$ cat src/rtl/cpu_pkg.sv
// Shared CPU definitions: word/PC widths and instruction field slices.
// Used by the fetch stage and by the IF/ID buffer, so both decode fields identically.
// Combinational only; no handshakes.
package cpu_pkg;

    localparam int WORD_W = 32;
    localparam int PC_W   = 32;

    // Instruction field slices (bit positions within the 32-bit word)
    localparam int OPC_HI = 31;
    localparam int OPC_LO = 28;
    localparam int RD_HI  = 27;
    localparam int RD_LO  = 22;
    localparam int RS_HI  = 21;
    localparam int RS_LO  = 16;
    localparam int RT_HI  = 15;
    localparam int RT_LO  = 10;

    function automatic logic [OPC_HI-OPC_LO:0] get_opcode(input logic [WORD_W-1:0] word);
        return word[OPC_HI:OPC_LO];
    endfunction

    function automatic logic [RD_HI-RD_LO:0] get_rd(input logic [WORD_W-1:0] word);
        return word[RD_HI:RD_LO];
    endfunction

    function automatic logic [RS_HI-RS_LO:0] get_rs(input logic [WORD_W-1:0] word);
        return word[RS_HI:RS_LO];
    endfunction

    function automatic logic [RT_HI-RT_LO:0] get_rt(input logic [WORD_W-1:0] word);
        return word[RT_HI:RT_LO];
    endfunction

endpackage

$ cat src/rtl/fetch_fifo.sv
// Purpose: DEPTH-entry synchronous FIFO holding {pc, instr} pairs for the fetch stage.
// Latency: a push is visible at the head the cycle after the write edge.
// Backpressure: none internally; the caller guarantees no push when full and no pop when empty.
// Ports: clock, push/push_dat (write), pop (advance head), flush (empty in one edge),
//        count (occupied entries), head (oldest entry, zero when empty).
module fetch_fifo #(
    parameter int DEPTH = 4,
    parameter int W     = 64
) (
    input  logic                      clock,
    input  logic                      push,
    input  logic [W-1:0]              push_dat,
    input  logic                      pop,
    input  logic                      flush,
    output logic [$clog2(DEPTH):0]    count,
    output logic [W-1:0]              head
);

    localparam int AW = $clog2(DEPTH);

    logic [W-1:0]  r_mem [DEPTH];
    logic [AW-1:0] r_wr_ptr;
    logic [AW-1:0] r_rd_ptr;
    logic [AW:0]   r_count;

    // Pointers wrap naturally (DEPTH is a power of two); r_count tells full from empty.
    always_ff @(posedge clock) begin
        if (flush) begin
            r_wr_ptr <= '0;
            r_rd_ptr <= '0;
            r_count  <= '0;
        end else begin
            if (push) begin
                r_wr_ptr <= r_wr_ptr + 1'b1;
            end
            if (pop) begin
                r_rd_ptr <= r_rd_ptr + 1'b1;
            end
            if (push && !pop) begin
                r_count <= r_count + 1'b1;
            end else if (pop && !push) begin
                r_count <= r_count - 1'b1;
            end
        end
    end

    // Storage needs no reset: the head is masked to zero whenever the FIFO is empty.
    always_ff @(posedge clock) begin
        if (push && !flush) begin
            r_mem[r_wr_ptr] <= push_dat;
        end
    end

    assign count = r_count;
    assign head  = (r_count == '0) ? '0 : r_mem[r_rd_ptr];

endmodule

$ cat src/rtl/fetch_unit.sv
// Purpose: instruction fetch stage; owns the fetch PC, issues 1-cycle-latency word reads,
//          queues responses and hands them to decode with valid/ready.
// Latency: first instruction reaches decode 2 cycles after reset release or a redirect.
// Backpressure: id_ready low fills the queue; issue stops once queue + in-flight reaches DEPTH.
// Ports: clock/reset (sync, active-high); imem_req/imem_addr/imem_rdata to instruction memory;
//        redirect_valid/redirect_addr from writeback; id_ready/instr_valid/instr/instr_pc to
//        decode; queue_count occupancy.
// Build option FETCH_PERF_CNT_EN adds saturating perf_fetched/perf_flushed/perf_stall outputs.
module fetch_unit
    import cpu_pkg::*;
#(
    parameter int              DEPTH    = 4,
    parameter logic [PC_W-1:0] PC_RESET = 32'd0
) (
    input  logic                    clock,
    input  logic                    reset,
    output logic                    imem_req,
    output logic [PC_W-1:0]         imem_addr,
    input  logic [WORD_W-1:0]       imem_rdata,
    input  logic                    redirect_valid,
    input  logic [PC_W-1:0]         redirect_addr,
    input  logic                    id_ready,
    output logic                    instr_valid,
    output logic [WORD_W-1:0]       instr,
    output logic [PC_W-1:0]         instr_pc,
    output logic [$clog2(DEPTH):0]  queue_count
`ifdef FETCH_PERF_CNT_EN
    ,
    output logic [31:0]             perf_fetched,
    output logic [31:0]             perf_flushed,
    output logic [31:0]             perf_stall
`endif
);

    localparam int CNT_W = $clog2(DEPTH) + 1;

    logic [PC_W-1:0]         r_fetch_pc;
    logic                    r_inflight;
    logic [PC_W-1:0]         r_inflight_pc;

    logic [CNT_W-1:0]        w_fifo_count;
    logic [PC_W+WORD_W-1:0]  w_fifo_head;
    logic [CNT_W-1:0]        w_occ;
    logic                    w_issue;
    logic                    w_push;
    logic                    w_pop;
    logic                    w_flush;
    logic                    w_head_vld;

    // Credits: queued entries plus the outstanding request never exceed DEPTH,
    // so a response always has a slot waiting for it.
    assign w_occ   = w_fifo_count + {{(CNT_W-1){1'b0}}, r_inflight};
    assign w_issue = !reset && !redirect_valid && (w_occ < CNT_W'(DEPTH));

    assign w_flush    = reset || redirect_valid;
    assign w_push     = r_inflight && !w_flush;
    assign w_head_vld = !reset && !redirect_valid && (w_fifo_count != '0);
    assign w_pop      = w_head_vld && id_ready;

    always_ff @(posedge clock) begin
        if (reset) begin
            r_fetch_pc    <= PC_RESET;
            r_inflight    <= 1'b0;
            r_inflight_pc <= '0;
        end else if (redirect_valid) begin
            // Any response arriving next cycle belongs to the wrong path: drop it.
            r_fetch_pc <= redirect_addr;
            r_inflight <= 1'b0;
        end else begin
            r_inflight <= w_issue;
            if (w_issue) begin
                r_inflight_pc <= r_fetch_pc;
                r_fetch_pc    <= r_fetch_pc + 1'b1;
            end
        end
    end

    fetch_fifo #(
        .DEPTH (DEPTH),
        .W     (PC_W + WORD_W)
    ) u_fifo (
        .clock    (clock),
        .push     (w_push),
        .push_dat ({r_inflight_pc, imem_rdata}),
        .pop      (w_pop),
        .flush    (w_flush),
        .count    (w_fifo_count),
        .head     (w_fifo_head)
    );

    assign imem_req    = w_issue;
    assign imem_addr   = r_fetch_pc;
    assign instr_valid = w_head_vld;
    // Masked during reset so stale pre-reset contents never leak out.
    assign instr       = reset ? '0 : w_fifo_head[WORD_W-1:0];
    assign instr_pc    = reset ? '0 : w_fifo_head[PC_W+WORD_W-1:WORD_W];
    assign queue_count = reset ? '0 : w_fifo_count;

`ifdef FETCH_PERF_CNT_EN
    logic [31:0] r_perf_fetched;
    logic [31:0] r_perf_flushed;
    logic [31:0] r_perf_stall;
    logic [32:0] w_flush_sum;

    assign w_flush_sum = {1'b0, r_perf_flushed} + 33'(w_occ);

    always_ff @(posedge clock) begin
        if (reset) begin
            r_perf_fetched <= '0;
            r_perf_flushed <= '0;
            r_perf_stall   <= '0;
        end else begin
            if (w_pop && (r_perf_fetched != 32'hFFFF_FFFF)) begin
                r_perf_fetched <= r_perf_fetched + 1'b1;
            end
            if (redirect_valid) begin
                r_perf_flushed <= w_flush_sum[32] ? 32'hFFFF_FFFF : w_flush_sum[31:0];
            end
            if (w_head_vld && !id_ready && (r_perf_stall != 32'hFFFF_FFFF)) begin
                r_perf_stall <= r_perf_stall + 1'b1;
            end
        end
    end

    assign perf_fetched = r_perf_fetched;
    assign perf_flushed = r_perf_flushed;
    assign perf_stall   = r_perf_stall;
`endif

endmodule

$ cat config.mk
export PLATFORM = sky130hd
export DESIGN_NAME = fetch_unit
export DESIGN_NICKNAME = d
export VERILOG_FILES = /design/src/rtl/cpu_pkg.sv /design/src/rtl/fetch_fifo.sv /design/src/rtl/fetch_unit.sv
export SDC_FILE = /design/constraint.sdc
export NUM_CORES = 1
export LEC_CHECK = 0
export ABC_AREA = 1
export CAP_MARGIN = 5
export CORE_MARGIN = 2
export CORE_UTILIZATION = 51
export CTS_CLUSTER_DIAMETER = 30
export DETAILED_ROUTE_END_ITERATION = 8
export PLACE_DENSITY = 0.86
export SYNTH_ARGS = -nofsm -noshare
export SYNTH_HDL_FRONTEND = slang
export SYNTH_HIERARCHICAL = 1
export SYNTH_SLANG_ARGS = --single-unit
$ cat constraint.sdc
create_clock -name clock -period 4.9 [get_ports clock]
set_input_delay 1.225 -clock clock [delete_from_list [all_inputs] [get_ports clock]]
set_output_delay 1.225 -clock clock [all_outputs]
set_load 0.05 [all_outputs]
* Word-level counts from Yosys, hierarchy flattened
Memory sizes are Yosys's and may differ from the RTL's. A register that Yosys moved wholly into a read port is not among the register bits. Cells that the tools add are included.
Operators by class: mux-type cells 12, reduce and logical (&&, ||, !) cells 20, bitwise logic cells 1, add/subtract/negate cells 6, $lt $le $gt $ge 1
Operators by type and width (count):
- $mux 32 | 4
- $mux 64 | 1
- $add 32x1->32 const B | 1
- $mux 3 | 3
- $logic_and 1x1->1 | 8
- $logic_not 1->1 | 5
- $add 2x1->2 const B | 2
- $mux 2 | 2
- $reduce_bool 2->1 | 2
- $add 3x1->3 | 1
- $add 3x1->3 const B | 1
- $logic_not 3->1 | 1
- $lt 3x3->1 const B | 1
- $reduce_bool 3->1 | 1
- $sub 3x1->3 const B | 1
- $mux 1 | 2
- $reduce_and 2->1 | 1
- $reduce_or 2->1 | 1
- $logic_or 1x1->1 | 1
- $not 1->1 | 1
Storage, ports and cells: memories kept 1, output and inout bits 101, RAM bits 256, input port bits 68, register bits 72, word-level logic and storage cells 47
Memories:
- u_fifo.r_mem | words 4, width 64, read ports 1, clocked after memory_dff 1, wr ports 1, line fetch_fifo.sv:21 | logic [W-1:0] r_mem [DEPTH];

* Logic depth before layout (Yosys ltp)
Gate-level depths: netlist of the first run.
depth after elaboration 7, gate-level depth with buffers 15, depth with buffers taken out 14

* Hierarchy
Netlist of the first run, hierarchy kept.
By module, submodules not included:
- fetch_fifo | cells an instance 876, times used 1, area each 10502.6 µm², sequential area each 7867.5 µm²
- fetch_unit | cells an instance 689, times used 1, area each 4121.5 µm², sequential area each 1301.2 µm²

* Worst setup path before layout of the first run
OpenSTA, ideal clock, no wires.
kind input to register, from input redirect_valid, to memory u_fifo.r_mem[0][0] (enable), library setup time 0.486 ns, stages 6, setup slack -0.124 ns, buffers on the path 1, arrival time 4.538 ns, required time 4.414 ns, cells stage by stage buf_2 nor2_4 inv_2 nor2_1 nand2_1 nor2_1
Between the ends: longest elaborated chain between the ends 6
Ends and longest elaborated chain:
- from (decl) | line fetch_unit.sv:20 | input logic redirect_valid,
- $logic_or 1x1->1 | line fetch_unit.sv:55 | assign w_flush = reset || redirect_valid;
- via w_flush | line fetch_unit.sv:47 | logic w_flush;
- $logic_not 1->1 | line fetch_unit.sv:56 | assign w_push = r_inflight && !w_flush;
- $logic_and 1x1->1 | line fetch_unit.sv:56
- via w_push | line fetch_unit.sv:45 | logic w_push;
- $logic_and 1x1->1 | line fetch_fifo.sv:49 | if (push && !flush) begin
- $mux 1 | line fetch_fifo.sv:49
- $mux 1 (not written as such) | line fetch_fifo.sv:50 | r_mem[r_wr_ptr] <= push_dat;
- to (decl) | line fetch_fifo.sv:21
The timed path passes the listed nets, and every way through them passes these cells.

==> key figures, run 1 <==
STA
  – Tmin final: 4.295 ns
  – Final hold viol count: 0
  – Fmax: 0.2328 GHz
  – Worst slew pin tran: 0.9332 ns
  – Worst slew margin: 37.79%
  – Hold Slack: 0.4677 ns
  – Final period utilization: 87.65%
  – Final Skew: 0.01298 ns
  – RSZ-0062 raised after global routing: no
  – Setup ws final: 0.6052 ns
  – Slew Viols, Final: 0
  – Setup Viol. Count Final: 0

Clocking
  – Clk_lat worst skew: 0.55 ns
  – CTS root buffer: clkbuf_16
  – Sink Count: 330
  – Postcts setup bufs: 0
  – Hold_buf cts: 0
  – CTS Buf Count: 53
  – Worst-case clock buffer depth: 3
  – Post-CTS sizing: 0
  – Clock Pin Slew Worst Setup and Hold Paths: 0.05 ns
  – H-tree depth: 2
  – CTS tree: built

GRT
  – Total grt overflow: 0
  – Largest net degree at the start of global routing: 129
  – First-pass GRT wire length: 53160 um
  – Vias in the first global route: 10.75k
  – GRT Total Usage: 21.97%
  – Initial antenna violation count: 0

Worst setup path
  – CP Launch Type: flip-flop
  – Worst Reg-to-Reg Cells: 9
  – Crit end category: primary output
  – R2r endpoint: u_fifo/count[1]
  – R2R Path Start: u_fifo/count[0]
  – Required @ worst endpoint: 3.67 ns
  – Worst Path Max Fanout: 37
  – R2R setup slack: 2.62 ns
  – Crit path DAT: 3.07 ns
  – WS Path Type: reg2out

Logic synthesis
  – Synth warn: 6
  – Largest area contributor in the netlist: edfxtp_1
  – Synth top area share: 52.57%
  – Area contributors post-synth: edfxtp_1 53%, nand2_1 11%, dfxtp_1 10%, nor2_1 6.3%, inv_1 3.8%
  – Number of synthesized register bits: 330
  – Synthesized net count: 1640
  – Syn Inst Count: 1565
  – Post-synth top cells: 417 x nand2_1, 256 x edfxtp_1, 245 x nor2_1
  – Share of async-settable or async-resettable flops after synthesis: 0%
  – Syn avg cell area: 9.344 sq um
  – Main synth FF type: edfxtp_1
  – Post-synthesis sequential area ratio: 62.70%
  – Area of the mapped netlist: 14620 sq um
  – Post-synth EDFFs: 256
  – Distinct cells, synth: 35
  – Count leader, synth: nand2_1

Detailed routing
  – Final ANT Viol Nets: 0
  – Drt initial violations: 1057
  – DRC Markers: 0
  – Final wirelength: 33620 um
  – First-pass DRT Iterations: 5
  – Drt wl/cell: 15.64 um
  – Vias: 11.18k
  – DR vias/cell: 5.198

Cells and area
  – Design Area, Final: 18540 sq um
  – Share of layout cells above drive strength 1: 8.747%
  – N_diodes: 0
  – Layout Nets: 1802
  – Area growth syn-to-layout: 26.77%
  – Fill count: 2049

Worst hold path
  – Hold/Removal Path Class: reg2reg
  – Hold Path End: u_fifo/r_rd_ptr[1]
  – HP Start: u_fifo/r_rd_ptr[1]
  – Cell count of the worst hold path: 1

Die
  – Initial core utilization: 52.21%
  – Height of the die: 173.3 um
  – Die Wd: 173.3 um
  – Core Rows: 61
  – Die Area: 30050 sq um
  – I/O pins: 169
  – Core ar.: 28010 sq um

Placed design
  – Area after DPL: 16680 sq um
  – Routability cong.: 0.8475
  – HPWL Detailed: 19890 um
  – Port Buf Inserts: 168
  – Dpl ws: 0.8085 ns

Power
  – VDD IR max: 0.2678 mV
  – PD cells: 390.8 nW/um^2
  – Leakage power: 0.007043 uW

Outcome
  – Status: complete, no violations

Flow run
  – Max_cap viols: 0
## report_power, final
part,internal [uW],total (uW),switching [uW]
clock,2420,3790,1370
sequential,3040,3090,48.3
combinational,134,364,230
total,5590,7240,1650
## layer usage
layer / share of wire (%) / global-route usage, % / up-vias
li1: - / - / 5443
met4: 2.7 / 8.934 / 0
met2: 49 / 37.82 / 486
met5: 0 / 0 / -
met3: 7.8 / 3.860 / 72
met1: 41 / 27.54 / 5174
## flip-flops by register name (all words and copies together), names as in the netlist, named ones only
signal and flops:
u_fifo/r_wr_ptr 2, u_fifo/r_mem 256, u_fifo/count 3, imem_addr 32, r_inflight 1, u_fifo/r_rd_ptr 2
r_inflight_pc 32
## cell families (layout without fill, tap and decap cells)
group	after synthesis	after routing	synth area share [%]
AO/OA/AOI/OAI	205	205	7.195
XOR/XNOR	9	9	0.5390
adder cells (fa/ha/maj)	7	7	0.6502
buffers and inverters	233	440	6.845
flip-flops	330	330	62.70
AND/OR/NAND/NOR	781	781	22.07
## stage by stage
stage | std cells | power [uW] | TNS, ns | utilization (%)
floorplan | 1565 | 3346 | -31.83 | -
global placement | 2050 | 3497 | 0 | 59.56
detailed placement | 2050 | 3506 | 0 | 59.56
CTS | 2150 | 7283 | 0 | 66.19
global route | 2150 | 7449 | 0 | 66.19
finish | 2150 | 7245 | 0 | 66.19
## critical path, stage by stage, from the launching register on
cell	delay, ns
dfxtp_4	0.35
clkinv_2	0.36
buf_4	0.31
nand2_1	0.09
nand2_1	0.06
nand2_1	0.05
a21oi_1	0.31
inv_1	0.07
nor2_1	0.09
clkdlybuf4s50_1	0.81
## placed cells by master, fill, tap and decap left out, types with 7 or more instances in the layout
cell / Yosys / routed
a21oi_1: 87 / 87
nand2_1: 417 / 417
buf_4: 11 / 8
nand3_1: 89 / 89
nand2_2: 7 / 7
inv_6: 0 / 11
edfxtp_1: 256 / 256
xor2_1: 8 / 8
inv_1: 149 / 148
buf_12: 0 / 13
clkdlybuf4s50_1: 0 / 165
dfxtp_1: 74 / 73
o21ai_0: 105 / 105
nor2_1: 245 / 241
nor2_4: 7 / 11
clkbuf_16: 0 / 55
## area by class of cell
| type | count | area [sq um] | share of cell area (%) |
|---|---|---|---|
| clock buffers | 59 | 1391 | 7.505 |
| clock inverters | 41 | 464.2 | 2.504 |
| inverters | 154 | 581.8 | 3.138 |
| multi-input cells | 1002 | 4484 | 24.19 |
| flip-flops and latches | 330 | 9173 | 49.48 |
| well taps | 378 | 473.0 | 2.551 |
| repair buffers | 186 | 1972 | 10.64 |
## worst max path at each step
stage	from	end	slack [ns]	cells after the start
after floorplan	redirect_valid	u_fifo/r_mem[0][0]	-0.12	6
after global placement	reset	instr_pc[20]	0.91	3
after detailed placement	reset	instr_pc[18]	0.81	3
after CTS	flip-flop	instr_pc[12]	0.56	9
after global routing	flip-flop	instr[18]	0.42	9
final	flip-flop	instr_pc[12]	0.61	9
(Power assumes the default switching activity.)
==> run 2: changes to the inputs <==
Settings changed: CORE_UTILIZATION 51 to 50, PLACE_DENSITY 0.86 to 0.85, SYNTH_HIERARCHICAL 1 to default.
==> run 2 against run 1 <==
Net effect:
- cell count is 11% lower
- global-route usage grew 0.19 points
- setup slack better by 0.12 ns
- via count is 7.4% lower
- sequential power barely moved
- synthesized area shrank 5.6%
- clock skew down 0.0036 ns
- largest cell class unchanged
- die area down 3.6%
- register-to-register slack worse by 0.29 ns
- critical path depth is 3 lower
- non-clock buffer count is 3 lower
==> key figures, run 2 <==
Die
  – Die Area: 28950 sq um (-3.6%)
  – Die Wd: 170.2 um (-1.8%)
  – I/O pins: 169 (unchanged)
  – Initial core utilization: 51.07% (-1.1 points)
  – Core Rows: 60 (-1.6%)
  – Core ar.: 27030 sq um (-3.5%)
  – Height of the die: 170.2 um (-1.8%)

GRT
  – Largest net degree at the start of global routing: 85 (-34%)
  – First-pass GRT wire length: 50920 um (-4.2%)
  – Initial antenna violation count: 0 (unchanged)
  – Total grt overflow: 0 (unchanged)
  – Vias in the first global route: 10.13k (-5.8%)
  – GRT Total Usage: 22.16% (+0.19 points)

STA
  – Final Skew: 0.009341 ns (-0.003644 ns)
  – Worst slew margin: 27.72% (-10 points)
  – Final hold viol count: 0 (unchanged)
  – Slew Viols, Final: 0 (unchanged)
  – Fmax: 0.2398 GHz (+3.0%)
  – Tmin final: 4.171 ns (-0.1239 ns)
  – RSZ-0062 raised after global routing: no
  – Final period utilization: 85.12% (-2.5 points)
  – Worst slew pin tran: 1.083 ns (+0.1494 ns)
  – Setup Viol. Count Final: 0 (unchanged)

Placed design
  – Routability cong.: 0.8627 (+1.8%)
  – Port Buf Inserts: 168 (unchanged)
  – Area after DPL: 15630 sq um (-6.3%)
  – HPWL Detailed: 19420 um (-2.4%)

Logic synthesis
  – Share of async-settable or async-resettable flops after synthesis: 0% (unchanged)
  – Post-synth top cells: 300 x nor2_1, 256 x edfxtp_1, 167 x nand2_1
  – Syn avg cell area: 10.16 sq um (+8.7%)
  – Main synth FF type: edfxtp_1
  – Synth top area share: 55.69% (+3.1 points)
  – Synthesized net count: 1434 (-13%)
  – Synth warn: 0 (-6)
  – Distinct cells, synth: 31 (-11%)
  – Count leader, synth: nor2_1
  – Area contributors post-synth: edfxtp_1 56%, dfxtp_1 11%, nor2_1 8.2%, o21ai_0 5.7%, a21oi_1 4.8%
  – Largest area contributor in the netlist: edfxtp_1
  – Number of synthesized register bits: 330 (unchanged)
  – Post-synthesis sequential area ratio: 66.42% (+3.7 points)
  – Post-synth EDFFs: 256 (unchanged)
  – Area of the mapped netlist: 13800 sq um (-5.6%)
  – Syn Inst Count: 1359 (-13%)

Power
  – Leakage power: 0.006392 uW (-9.3%)
  – Total internal power: 5463 uW (-2.3%)
  – VDD IR max: 0.2552 mV (-4.7%)
  – Clock power frac: 50.9% (-1.4 points)
  – Combinational share of power: 5.1% (about the same)
  – PD cells: 407.0 nW/um^2 (+4.1%)
  – Total Power: 7081 uW (-2.3%)
  – NetSw: 1618 uW (-2.1%)
  – Power share of the sequential group: 44.0% (+1.3 points)
  – Sw Ratio: 22.85% (+0.035 points)

Clocking
  – CTS Buf Count: 54 (+1.9%)
  – Hold_buf cts: 0 (unchanged)
  – Sink Count: 330 (unchanged)
  – CTS tree: built
  – Clock Pin Slew Worst Setup and Hold Paths: 0.05 ns (about the same)
  – H-tree depth: 2 (unchanged)
  – Clk_lat worst skew: 0.55 ns (about the same)
  – Worst-case clock buffer depth: 3 (unchanged)
  – CTS root buffer: clkbuf_16
  – Postcts setup bufs: 0 (unchanged)
  – Post-CTS sizing: 0 (unchanged)

Cells and area
  – Area growth syn-to-layout: 26.05%
  – Most frequent cells in the layout: 296 x nor2_1, 256 x edfxtp_1, 166 x nand2_1, 158 x o21ai_0, 132 x a21oi_1
  – Commonest non-fill, non-tap cell in the layout: nor2_1
  – Share of layout cells above drive strength 1: 12.99% (+4.2 points)
  – Layout Nets: 1600 (-11%)
  – Design Area, Final: 17400 sq um (-6.1%)
  – Biggest register: u_fifo.r_mem
  – N_diodes: 0 (unchanged)
  – Max FFs per register: 256 (unchanged)

Worst setup path
  – WS Path Type: reg2out
  – Required @ worst endpoint: 3.67 ns (about the same)
  – Crit end category: primary output
  – CP Launch Type: flip-flop
  – R2R setup slack: 2.33 ns (-0.29 ns)
  – Crit path DAT: 2.95 ns (-0.12 ns)
  – Worst Path Max Fanout: 84 (+130%)

Detailed routing
  – Drt wl/cell: 17.06 um (+9.1%)
  – Final wirelength: 32610 um (-3.0%)
  – Drt initial violations: 925 (-12%)
  – Vias: 10.35k (-7.4%)
  – DR vias/cell: 5.417 (+4.2%)
  – First-pass DRT Iterations: 5 (unchanged)
  – DRC Markers: 0 (unchanged)
  – Final ANT Viol Nets: 0 (unchanged)

Worst hold path
  – Hold/Removal Path Class: reg2reg

Flow run
  – Max_cap viols: 0 (unchanged)

Outcome
  – Status: complete, no violations
## run 2: critical path, cell delays in order, from the launching register on
cell and delay (ns):
dfxtp_4 0.66, buf_4 0.75, nor2_1 0.13, nor2_1 0.15, o21ai_0 0.13, a21oi_1 0.24, buf_4 0.24
## run 2: worst paths after layout
check | start | end | depth (start not counted)
min | u_fifo.r_rd_ptr[0] | flip-flop | 2
min reg2reg | u_fifo.r_rd_ptr[0] | flip-flop | 2
max reg2reg | u_fifo.count[2] | u_fifo.count[2] | 12
max | flip-flop | instr[14] | 6
## run 2: cell type report
cell class | instances | area (sq um)
Clock buffer | 58 | 1366
Tap cell | 341 | 426.7
Inverter | 85 | 319.1
Clock inverter | 43 | 407.9
Timing Repair Buffer | 183 | 1724
Sequential cell | 330 | 9174
Fill cell | 2046 | 9627
Multi-Input combinational cell | 871 | 3981
## run 2: power by group through the flow
stage	Combinational [uW]	Sequential, uW	Clock [uW]
floorplan	161	3210	0
detailed placement	361	3170	0
finish	363	3120	3600
CTS	364	3110	3650
global route	392	3120	3770
global placement	353	3170	0
## run 2: metrics by stage
stage	TNS (ns)	utilization [%]	worst slack [ns]	hold WS, ns	instances
after CTS	0	64.38	0.7289	0.4692	1911
after floorplan	-0.8997	-	-0.003515	0.4356	1359
after detailed placement	0	57.81	1.113	0.4627	1810
after global routing	0	64.38	0.5179	0.4830	1911
after global placement	0	57.81	1.188	0.4553	1810
final	0	64.38	0.7291	0.4685	1911
## run 2: cell families after synthesis
group	Yosys count	synth area share [%]
simple gates	548	16.12
buf+inv	158	4.967
xor+xnor	7	0.4442
compound gates	309	11.36
flops	330	66.42
fa+ha+maj	7	0.6889
## run 2: routing by layer
metal / vias up / track usage (%) / part of all wire, %
li1: 4976 / - / -
met1: 4849 / 29.40 / 42
met2: 454 / 37.35 / 48
met3: 73 / 3.744 / 7.9
met4: 0 / 7.135 / 2.3
met5: - / 0 / 0
==> run 3: changes to the inputs <==
Settings changed: SLEW_MARGIN from default to 20.
==> results of run 3 <==
Final layout, timing and power as in run 2 (identical DEF).
